<file path="config.mk">
export PLATFORM = sky130hd
export DESIGN_NAME = display_sequencer
export DESIGN_NICKNAME = d
export VERILOG_FILES = /design/src/rtl/gyro_display_pkg.sv /design/src/rtl/button_debouncer.sv /design/src/rtl/display_sequencer.sv
export SDC_FILE = /design/constraint.sdc
export NUM_CORES = 1
export LEC_CHECK = 0
export CAP_MARGIN = 0
export CORE_ASPECT_RATIO = 0.7
export CORE_MARGIN = 2
export CORE_UTILIZATION = 40
export DETAILED_ROUTE_END_ITERATION = 16
export SETUP_SLACK_MARGIN = 0.4
export SKIP_LAST_GASP = 1
export SLEW_MARGIN = 20
export SYNTH_ARGS = -nofsm -noshare
export SYNTH_HDL_FRONTEND = slang
export SYNTH_HIERARCHICAL = 1
export SYNTH_SLANG_ARGS = --single-unit
export TNS_END_PERCENT = 50
</file>
<file path="constraint.sdc">
create_clock -name clk -period 5.5 [get_ports clk]
set_input_delay 1.1 -clock clk [delete_from_list [all_inputs] [get_ports clk]]
set_output_delay 1.1 -clock clk [all_outputs]
set_load 0.05 [all_outputs]
</file>
<file path="src/rtl/gyro_display_pkg.sv">
// Shared definitions for the gyro display path: channel select encodings,
// the sequencer FSM state type and a channel-step helper.
package gyro_display_pkg;

    localparam int unsigned SEL_W = 2;

    typedef logic [SEL_W-1:0] sel_t;

    // Channel select encodings seen by the seven-segment controller
    localparam sel_t SEL_X    = 2'b00;
    localparam sel_t SEL_Y    = 2'b01;
    localparam sel_t SEL_Z    = 2'b10;
    localparam sel_t SEL_TEMP = 2'b11;

    typedef enum logic [1:0] {
        ST_MANUAL     = 2'd0,
        ST_AUTO_DWELL = 2'd1,
        ST_AUTO_WAIT  = 2'd2
    } seq_state_t;

    // Next channel in rotation; SEL_TEMP wraps back to SEL_X
    function automatic sel_t next_sel(input sel_t cur);
        return cur + sel_t'(1);
    endfunction

endpackage

</file>
<file path="src/rtl/button_debouncer.sv">
// Conditions one raw pushbutton: 2-flop synchronizer, stable-count debouncer
// and a one-cycle press pulse on the debounced rising edge.
//   clk, rst : clock, async active-high reset
//   btn      : raw asynchronous button level
//   press    : registered one-cycle pulse per accepted press
module button_debouncer #(
    parameter int unsigned DEBOUNCE_CYCLES = 1_000_000
) (
    input  logic clk,
    input  logic rst,
    input  logic btn,
    output logic press
);

    localparam int unsigned CNT_W = (DEBOUNCE_CYCLES > 1) ? $clog2(DEBOUNCE_CYCLES) : 1;
    localparam logic [CNT_W-1:0] CNT_LAST = CNT_W'(DEBOUNCE_CYCLES - 1);

    logic [1:0]       sync_q;
    logic             level;
    logic             level_q;
    logic [CNT_W-1:0] stable_cnt;

    // Synchronizer, debounce counter and rising-edge pulse
    always_ff @(posedge clk or posedge rst) begin
        if (rst) begin
            sync_q     <= 2'b00;
            level      <= 1'b0;
            level_q    <= 1'b0;
            stable_cnt <= '0;
            press      <= 1'b0;
        end else begin
            sync_q <= {sync_q[0], btn};
            // Count cycles the synced level disagrees with the accepted one;
            // any agreement (a bounce back) restarts the count.
            if (sync_q[1] == level) begin
                stable_cnt <= '0;
            end else if (stable_cnt == CNT_LAST) begin
                level      <= sync_q[1];
                stable_cnt <= '0;
            end else begin
                stable_cnt <= stable_cnt + CNT_W'(1);
            end
            level_q <= level;
            press   <= level & ~level_q;
        end
    end

endmodule

</file>
<file path="src/rtl/display_sequencer.sv">
// Chooses which gyro channel (X/Y/Z/temperature) the display shows and in
// which number format. Auto mode rotates channels after a dwell period, on
// the next fresh sample; manual mode steps on a debounced button press.
//   clk, rst    : clock, async active-high reset
//   btn_next    : raw button, step to next channel
//   btn_mode    : raw button, toggle auto/manual
//   dec_sw      : raw switch, decimal format request
//   data_valid  : one-cycle pulse per new gyro sample set
//   sel         : channel select (00 X, 01 Y, 10 Z, 11 temperature)
//   display_sel : synchronized dec_sw
//   auto_mode   : high while in an auto state
//   chan_change : one-cycle pulse in the first cycle of a new sel
module display_sequencer #(
    parameter int unsigned DWELL_CYCLES    = 200_000_000,
    parameter int unsigned DEBOUNCE_CYCLES = 1_000_000
) (
    input  logic       clk,
    input  logic       rst,
    input  logic       btn_next,
    input  logic       btn_mode,
    input  logic       dec_sw,
    input  logic       data_valid,
    output logic [1:0] sel,
    output logic       display_sel,
    output logic       auto_mode,
    output logic       chan_change
);

    import gyro_display_pkg::*;

    localparam int unsigned DWELL_W = $clog2(DWELL_CYCLES);
    localparam logic [DWELL_W-1:0] DWELL_LAST = DWELL_W'(DWELL_CYCLES - 1);

    seq_state_t         state;
    seq_state_t         state_next;
    logic [DWELL_W-1:0] dwell_cnt;
    logic [DWELL_W-1:0] dwell_next;
    sel_t               sel_next;
    logic               change_next;
    logic               next_press;
    logic               mode_press;
    logic [1:0]         dec_sync;

    button_debouncer #(
        .DEBOUNCE_CYCLES(DEBOUNCE_CYCLES)
    ) u_next_db (
        .clk  (clk),
        .rst  (rst),
        .btn  (btn_next),
        .press(next_press)
    );

    button_debouncer #(
        .DEBOUNCE_CYCLES(DEBOUNCE_CYCLES)
    ) u_mode_db (
        .clk  (clk),
        .rst  (rst),
        .btn  (btn_mode),
        .press(mode_press)
    );

    // Format switch: synchronized only, not debounced
    always_ff @(posedge clk or posedge rst) begin
        if (rst) begin
            dec_sync    <= 2'b00;
            display_sel <= 1'b0;
        end else begin
            dec_sync    <= {dec_sync[0], dec_sw};
            display_sel <= dec_sync[1];
        end
    end

    // State, dwell counter and registered outputs
    always_ff @(posedge clk or posedge rst) begin
        if (rst) begin
            state       <= ST_AUTO_DWELL;
            dwell_cnt   <= '0;
            sel         <= SEL_X;
            chan_change <= 1'b0;
            auto_mode   <= 1'b1;
        end else begin
            state       <= state_next;
            dwell_cnt   <= dwell_next;
            sel         <= sel_next;
            chan_change <= change_next;
            auto_mode   <= (state_next != ST_MANUAL);
        end
    end

    // Next-state logic; a mode press always beats a same-cycle next press,
    // and next press plus data_valid in AUTO_WAIT yields a single step.
    always_comb begin
        state_next  = state;
        dwell_next  = dwell_cnt;
        sel_next    = sel;
        change_next = 1'b0;
        case (state)
            ST_MANUAL: begin
                if (mode_press) begin
                    state_next = ST_AUTO_DWELL;
                    dwell_next = '0;
                end else if (next_press) begin
                    sel_next    = next_sel(sel);
                    change_next = 1'b1;
                end
            end
            ST_AUTO_DWELL: begin
                if (mode_press) begin
                    state_next = ST_MANUAL;
                end else if (next_press) begin
                    sel_next    = next_sel(sel);
                    change_next = 1'b1;
                    dwell_next  = '0;
                end else if (dwell_cnt == DWELL_LAST) begin
                    state_next = ST_AUTO_WAIT;
                end else begin
                    dwell_next = dwell_cnt + DWELL_W'(1);
                end
            end
            ST_AUTO_WAIT: begin
                if (mode_press) begin
                    state_next = ST_MANUAL;
                end else if (next_press || data_valid) begin
                    state_next  = ST_AUTO_DWELL;
                    sel_next    = next_sel(sel);
                    change_next = 1'b1;
                    dwell_next  = '0;
                end
            end
            default: begin
                state_next = ST_AUTO_DWELL;
                dwell_next = '0;
            end
        endcase
    end

endmodule

</file>
; After elaboration in Yosys (flattened, before gate mapping)
; Index checks and enable logic that the tools add are counted.
[op_classes]
bitwise = 6
n_addsub = 4
eq_ne = 14
n_div = 0
multipliers = 0
shift = 0
magnitude_cmp = 0
muxes = 28
reduce_logical = 9
[op_table]
columns = cell, count
row1 = $mux 28, 6
row2 = $pmux 28 s3, 1
row3 = $mux 20, 4
row4 = $add 20x1->20 const B, 2
row5 = $eq 20x20->1 const B, 2
row6 = $add 28x1->28 const B, 1
row7 = $eq 28x28->1 const B, 1
row8 = $mux 2, 10
row9 = $reduce_and 5->1, 2
row10 = $ne 2x2->1 const B, 4
row11 = $pmux 2 s3, 1
row12 = $mux 1, 4
row13 = $ne 2x1->1 const B, 2
row14 = $not 1->1, 4
row15 = $pmux 2 s2, 1
row16 = $reduce_and 2->1, 2
row17 = $reduce_bool 2->1, 2
row18 = $ne 3x2->1 const B, 1
row19 = $add 2x1->2 const B, 1
row20 = $and 1x1->1, 2
row21 = $eq 1x1->1, 2
row22 = $eq 2x1->1 const B, 1
row23 = $eq 2x2->1 const B, 1
row24 = $logic_not 2->1, 1
row25 = other kinds (3), 3
[totals]
elab_cells = 78
reg_bits = 87
latchBits = 0
in_bits = 6
mem_bits_rw = 0
memories = 0
mem_bits_ro = 0

; Logic depth before layout (Yosys ltp)
[depth]
ltp_word = 6
ltp_mapped = 7
ltp_nobuf = 6

; Cells and area by module
; Netlist, hierarchy kept.
[by_module_without_submodules]
columns = mod, seq_area_each_um2, area_each_um2, cells_per_inst, instances
row1 = button_debouncer, 625.6, 1206.2, 111, 2
row2 = display_sequencer, 928.4, 1975.6, 211, 1

; Worst setup path after synthesis
; OpenSTA, ideal clock, no wires.
[synth_path]
kind = input port to flip-flop
from = input data_valid
to = register dwell_cnt[18]
setup_ns = 0.095
path_buffers = 1
t_required_ns = 5.405
setup_slack_ns = 3.462
arrival_ns = 1.942
cell_stages = 6
cell_sequence = nor4b_1 a211oi_1 o21ai_1 buf_2 a22oi_1 o31ai_1
[synth_between]
elab_chain_len = 3
[synth_lines]
columns = element, line
row1 = start: declaration, display_sequencer.sv:22  ; input logic data_valid,
row2 = $logic_or 1x1->1, display_sequencer.sv:123  ; end else if (next_press || data_valid) begin
row3 = $ne 2x2->1 (no line), --
row4 = $reduce_and 5->1 (no line), --
row5 = end signal: assignment, display_sequencer.sv:83  ; dwell_cnt <= dwell_next;
row6 = end: declaration, display_sequencer.sv:36  ; logic [DWELL_W-1:0] dwell_cnt;
; No other way between the ends.
; A chain may end at the register's enable or synchronous reset.

; Worst setup path in the final report
[layout_path]
from = register auto_mode
to = output auto_mode
[layout_rtl]
columns = element, line
row1 = start: declaration, display_sequencer.sv:25  ; output logic auto_mode,
row2 = start signal: assignment, display_sequencer.sv:86  ; auto_mode <= (state_next != ST_MANUAL);
; No word-level cell between the ends.

==> reports/metrics.csv <==
stage,metric,value,unit
outcome,status,"finished, final reports clean",
setup_path,Crit-path slowest cell,clkdlybuf4s50_1,
synthesis,"Net Count, Synth",442,
place,DP Area,0.00461,mm^2
sta,Final Max Slew Viols,0,
sta,WHS,0.349,ns
sta,TNS Setup,0,ns
setup_path,critical path cell sequence,clkdlybuf4s50_1,
synthesis,"Distinct cells, synth",56,
route,wire per inst,14.6,um
clock_network,postcts setup bufs,0,
floorplanning,Die Y,91.6,um
place,DP Cell Count,581,
layout,Layout fillers,982,
setup_path,biggest cell delay along the critical path,0.79,ns
synthesis,number of synthesis warnings,6,
power_and_ir_drop,clock network power share,47.2,%
power_and_ir_drop,switching share of power,21.0,%
sta,FMAX,0.366,GHz
place,HPWL after detailed placement,5830,um
layout,Finished Cell Area,0.00493,mm^2
power_and_ir_drop,Flop pwr share,50.2,%
synthesis,Synth Register Bits,87,
synthesis,syn avg cell area,10.1,um^2
sta,Finish-stage setup viols,0,
floorplanning,die area,0.0118,mm^2
synthesis,register area share after synthesis,49.7,%
setup_path,"delay-heaviest family, CP",buffers and inverters,
sta,final hold violation count,0,
layout,final core utilization,46.9,%
layout,share of cells above drive strength 1,9.11,%
clock_network,clk_lat worst skew,0.34,ns
global_routing,largest net degree at the start of global routing,38,
setup_path,worst path arrival time,1.63,ns
sta,unrepaired setup endpoints after global routing,false,
floorplanning,Top-Level Pins,11,
clock_network,CTS root buf,clkbuf_16,
route,final wirelength,8730,um
sta,fin crit share,49.7,%
global_routing,grt ovf,0,
route,DRT antenna net count,0,
sta,Least-Margin Pin Slew,1.04,ns
clock_network,clk sinks,87,
global_routing,initial antenna violation count,0,
floorplanning,Starting Density,41.7,%
place,IO Port Bufs,10,
synthesis,synthesized area,0.00439,mm^2
route,drt pass-1 iters,4,
hold_path,Hold Crit Class,flop to flop,
sta,Slew HR,30.4,%
sta,Final Skew,0.00713,ns
clock_network,post_cts resized,0,
floorplanning,Die Wd,129,um
job,Max Cap Violations,0,
synthesis,Synth Instances,433,
power_and_ir_drop,net load switching power,0.000272,W
clock_network,CTS Hold Buffers Added,0,
power_and_ir_drop,Max rail drop VDD,0.000137,V
synthesis,ys flop type,dfrtp_1,
setup_path,buffers and inverters on the worst path,1,
power_and_ir_drop,Comb power frac,2.6,%
clock_network,CTS Buffer Depth,2,
route,DRC Markers,0,
layout,antenna fix cells,0,
clock_network,CTS clock-pin slew for the worst setup and hold paths,0.06,ns
route,1st-iter DRT viols,183,
sta,Period minus WS final,2.73,ns
setup_path,Worst Path Required,4.40,ns
global_routing,number of global-route vias before repair,3173,
setup_path,Setup crit start kind,flop,
clock_network,CTS Buf Count,9,
power_and_ir_drop,PwrDens,263,mW/mm^2
layout,Layout Cells excl Fill,598,
floorplanning,Core Region,0.0105,mm^2
synthesis,asr flop ratio synth,100,%
clock_network,htree depth,3,
clock_network,clock tree from TritonCTS,yes,
synthesis,number of synthesized flops with an enable pin,0,
setup_path,CP Capture Type,output pin,
global_routing,GRT Resource Usage Total,16.3,%
floorplanning,FP Rows,31,
layout,area grow syn2layout,12.3,%
power_and_ir_drop,P_int,0.00102,W
global_routing,first-pass GRT wire length,15400,um
route,via count,3293,
place,GP Congestion,0.816,
setup_path,crit-path max FO,1,
power_and_ir_drop,LEAKAGE,2.05,nW
route,Via density,5.51,
setup_path,Crit Path Category,flop to output pin,
layout,Final #Nets,454,
power groups by stage:
stage | Clock, W | Sequential, W | Combinational [W]
4_1_cts | 0.000633 | 0.000650 | 0.0000349
6_report | 0.000612 | 0.000651 | 0.0000332
3_3_place_gp | 0 | 0.000662 | 0.0000340
2_1_floorplan | 0 | 0.000663 | 0.0000226
3_5_place_dp | 0 | 0.000662 | 0.0000347
5_1_grt | 0.000662 | 0.000651 | 0.0000389
stage by stage:
stage	power (W)	setup slack, ns
after global placement	0.000696	2.61
after detailed placement	0.000697	2.54
after global routing	0.00135	2.70
after CTS	0.00132	2.75
final	0.00130	2.77
after floorplan	0.000685	3.46
kinds of logic (layout without fill, tap and decap cells):
kind of cell    count (synthesis)  in the layout  share of synthesized area, %
simple gates                  196            196                          26.3
xor+xnor                       33             33                          6.59
flops                          87             87                          49.7
mux                             5              5                          1.20
buf+inv                        24             41                          2.82
fa+ha+maj                       3              3                         0.856
compound gates                 85             85                          12.6
cell type report:
| type | instances | area, um^2 | share of cell area, % |
|---|---|---|---|
| clock buffer | 12 | 246 | 5.00 |
| clock inverter | 4 | 56.3 | 1.14 |
| inverter | 12 | 45.0 | 0.914 |
| multi-input combinational | 322 | 2080 | 42.3 |
| sequential | 87 | 2180 | 44.2 |
| tap | 148 | 185 | 3.76 |
| timing repair buffer | 13 | 130 | 2.64 |
worst paths after layout:
| kind | cells after the start | start | endpoint | slack (ns) |
|---|---|---|---|---|
| worst max register to register | 5 | state[0]$_DFF_PP1_ | dwell_cnt[11]$_DFFE_PP0P_ | 2.89 |
| max in group asynchronous | 2 | rst | u_next_db/stable_cnt[5]$_DFF_PP0_ | 3.57 |
| worst min register to register | 0 | u_next_db/sync_q[0]$_DFF_PP0_ | u_next_db/sync_q[1]$_DFF_PP0_ | 0.35 |
| min in group asynchronous | 2 | rst | u_mode_db/sync_q[1]$_DFF_PP0_ | 1.22 |
| worst min-delay path | 0 | u_next_db/sync_q[0]$_DFF_PP0_ | u_next_db/sync_q[1]$_DFF_PP0_ | 0.35 |
| worst max-delay path | 1 | auto_mode$_DFF_PP1_ | auto_mode | 2.77 |
cells in the final DEF (no fill, tap or decap), drive strengths merged, types with 12 or more instances in the layout:
cell,count
xor2,17
nand3,28
nand4,17
a21oi,22
and3,13
dfrtp,85
a31oi,15
nand2,40
o21ai,24
nor2,41
clkbuf,12
xnor2,16
registers in the layout, summed over array words and instances, names as in the netlist:
| signal | flops |
|---|---|
| dwell_cnt | 28 |
| u_mode_db/stable_cnt | 20 |
| u_next_db/stable_cnt | 20 |
| dec_sync | 2 |
| sel | 2 |
| state | 2 |
| u_mode_db/sync_q | 2 |
| u_next_db/sync_q | 2 |
| auto_mode | 1 |
| chan_change | 1 |
| display_sel | 1 |
| u_mode_db/level | 1 |
| u_mode_db/level_q | 1 |
| u_mode_db/press | 1 |
| u_next_db/level | 1 |
| u_next_db/level_q | 1 |
| u_next_db/press | 1 |
routing by layer:
| metal | GRT usage (%) | up-vias | part of all wire, % |
|---|---|---|---|
| met1 | 23.8 | 1617 | 51 |
| met4 | 4.80 | 0 | 1.1 |
| met3 | 4.67 | 9 | 4.5 |
| li1 | - | 1617 | - |
| met2 | 23.6 | 50 | 44 |
| met5 | 0 | - | 0 |
cell usage after synthesis, types with 3 or more instances:
cell / n / area share (%)
a21o_1: 4 / 0.68
a21oi_1: 22 / 2.5
a31oi_1: 15 / 2.1
and3_1: 11 / 1.6
and4_1: 9 / 1.8
buf_2: 9 / 1.0
buf_6: 3 / 0.77
dfrtp_1: 85 / 48
ha_1: 3 / 0.86
inv_1: 11 / 0.94
mux2i_1: 3 / 0.68
nand2_1: 40 / 3.4
nand3_1: 26 / 3.0
nand4_1: 16 / 2.3
nor2_1: 41 / 3.5
nor3_1: 5 / 0.57
nor4_1: 7 / 1.0
nor4_4: 3 / 1.5
nor4b_1: 3 / 0.60
o21ai_0: 6 / 0.68
o21ai_1: 18 / 2.1
o31ai_1: 8 / 1.4
or3_1: 5 / 0.71
or4_1: 5 / 0.86
xnor2_1: 16 / 3.2
xor2_1: 17 / 3.4
Note: power is estimated with default switching activity, not from simulation.
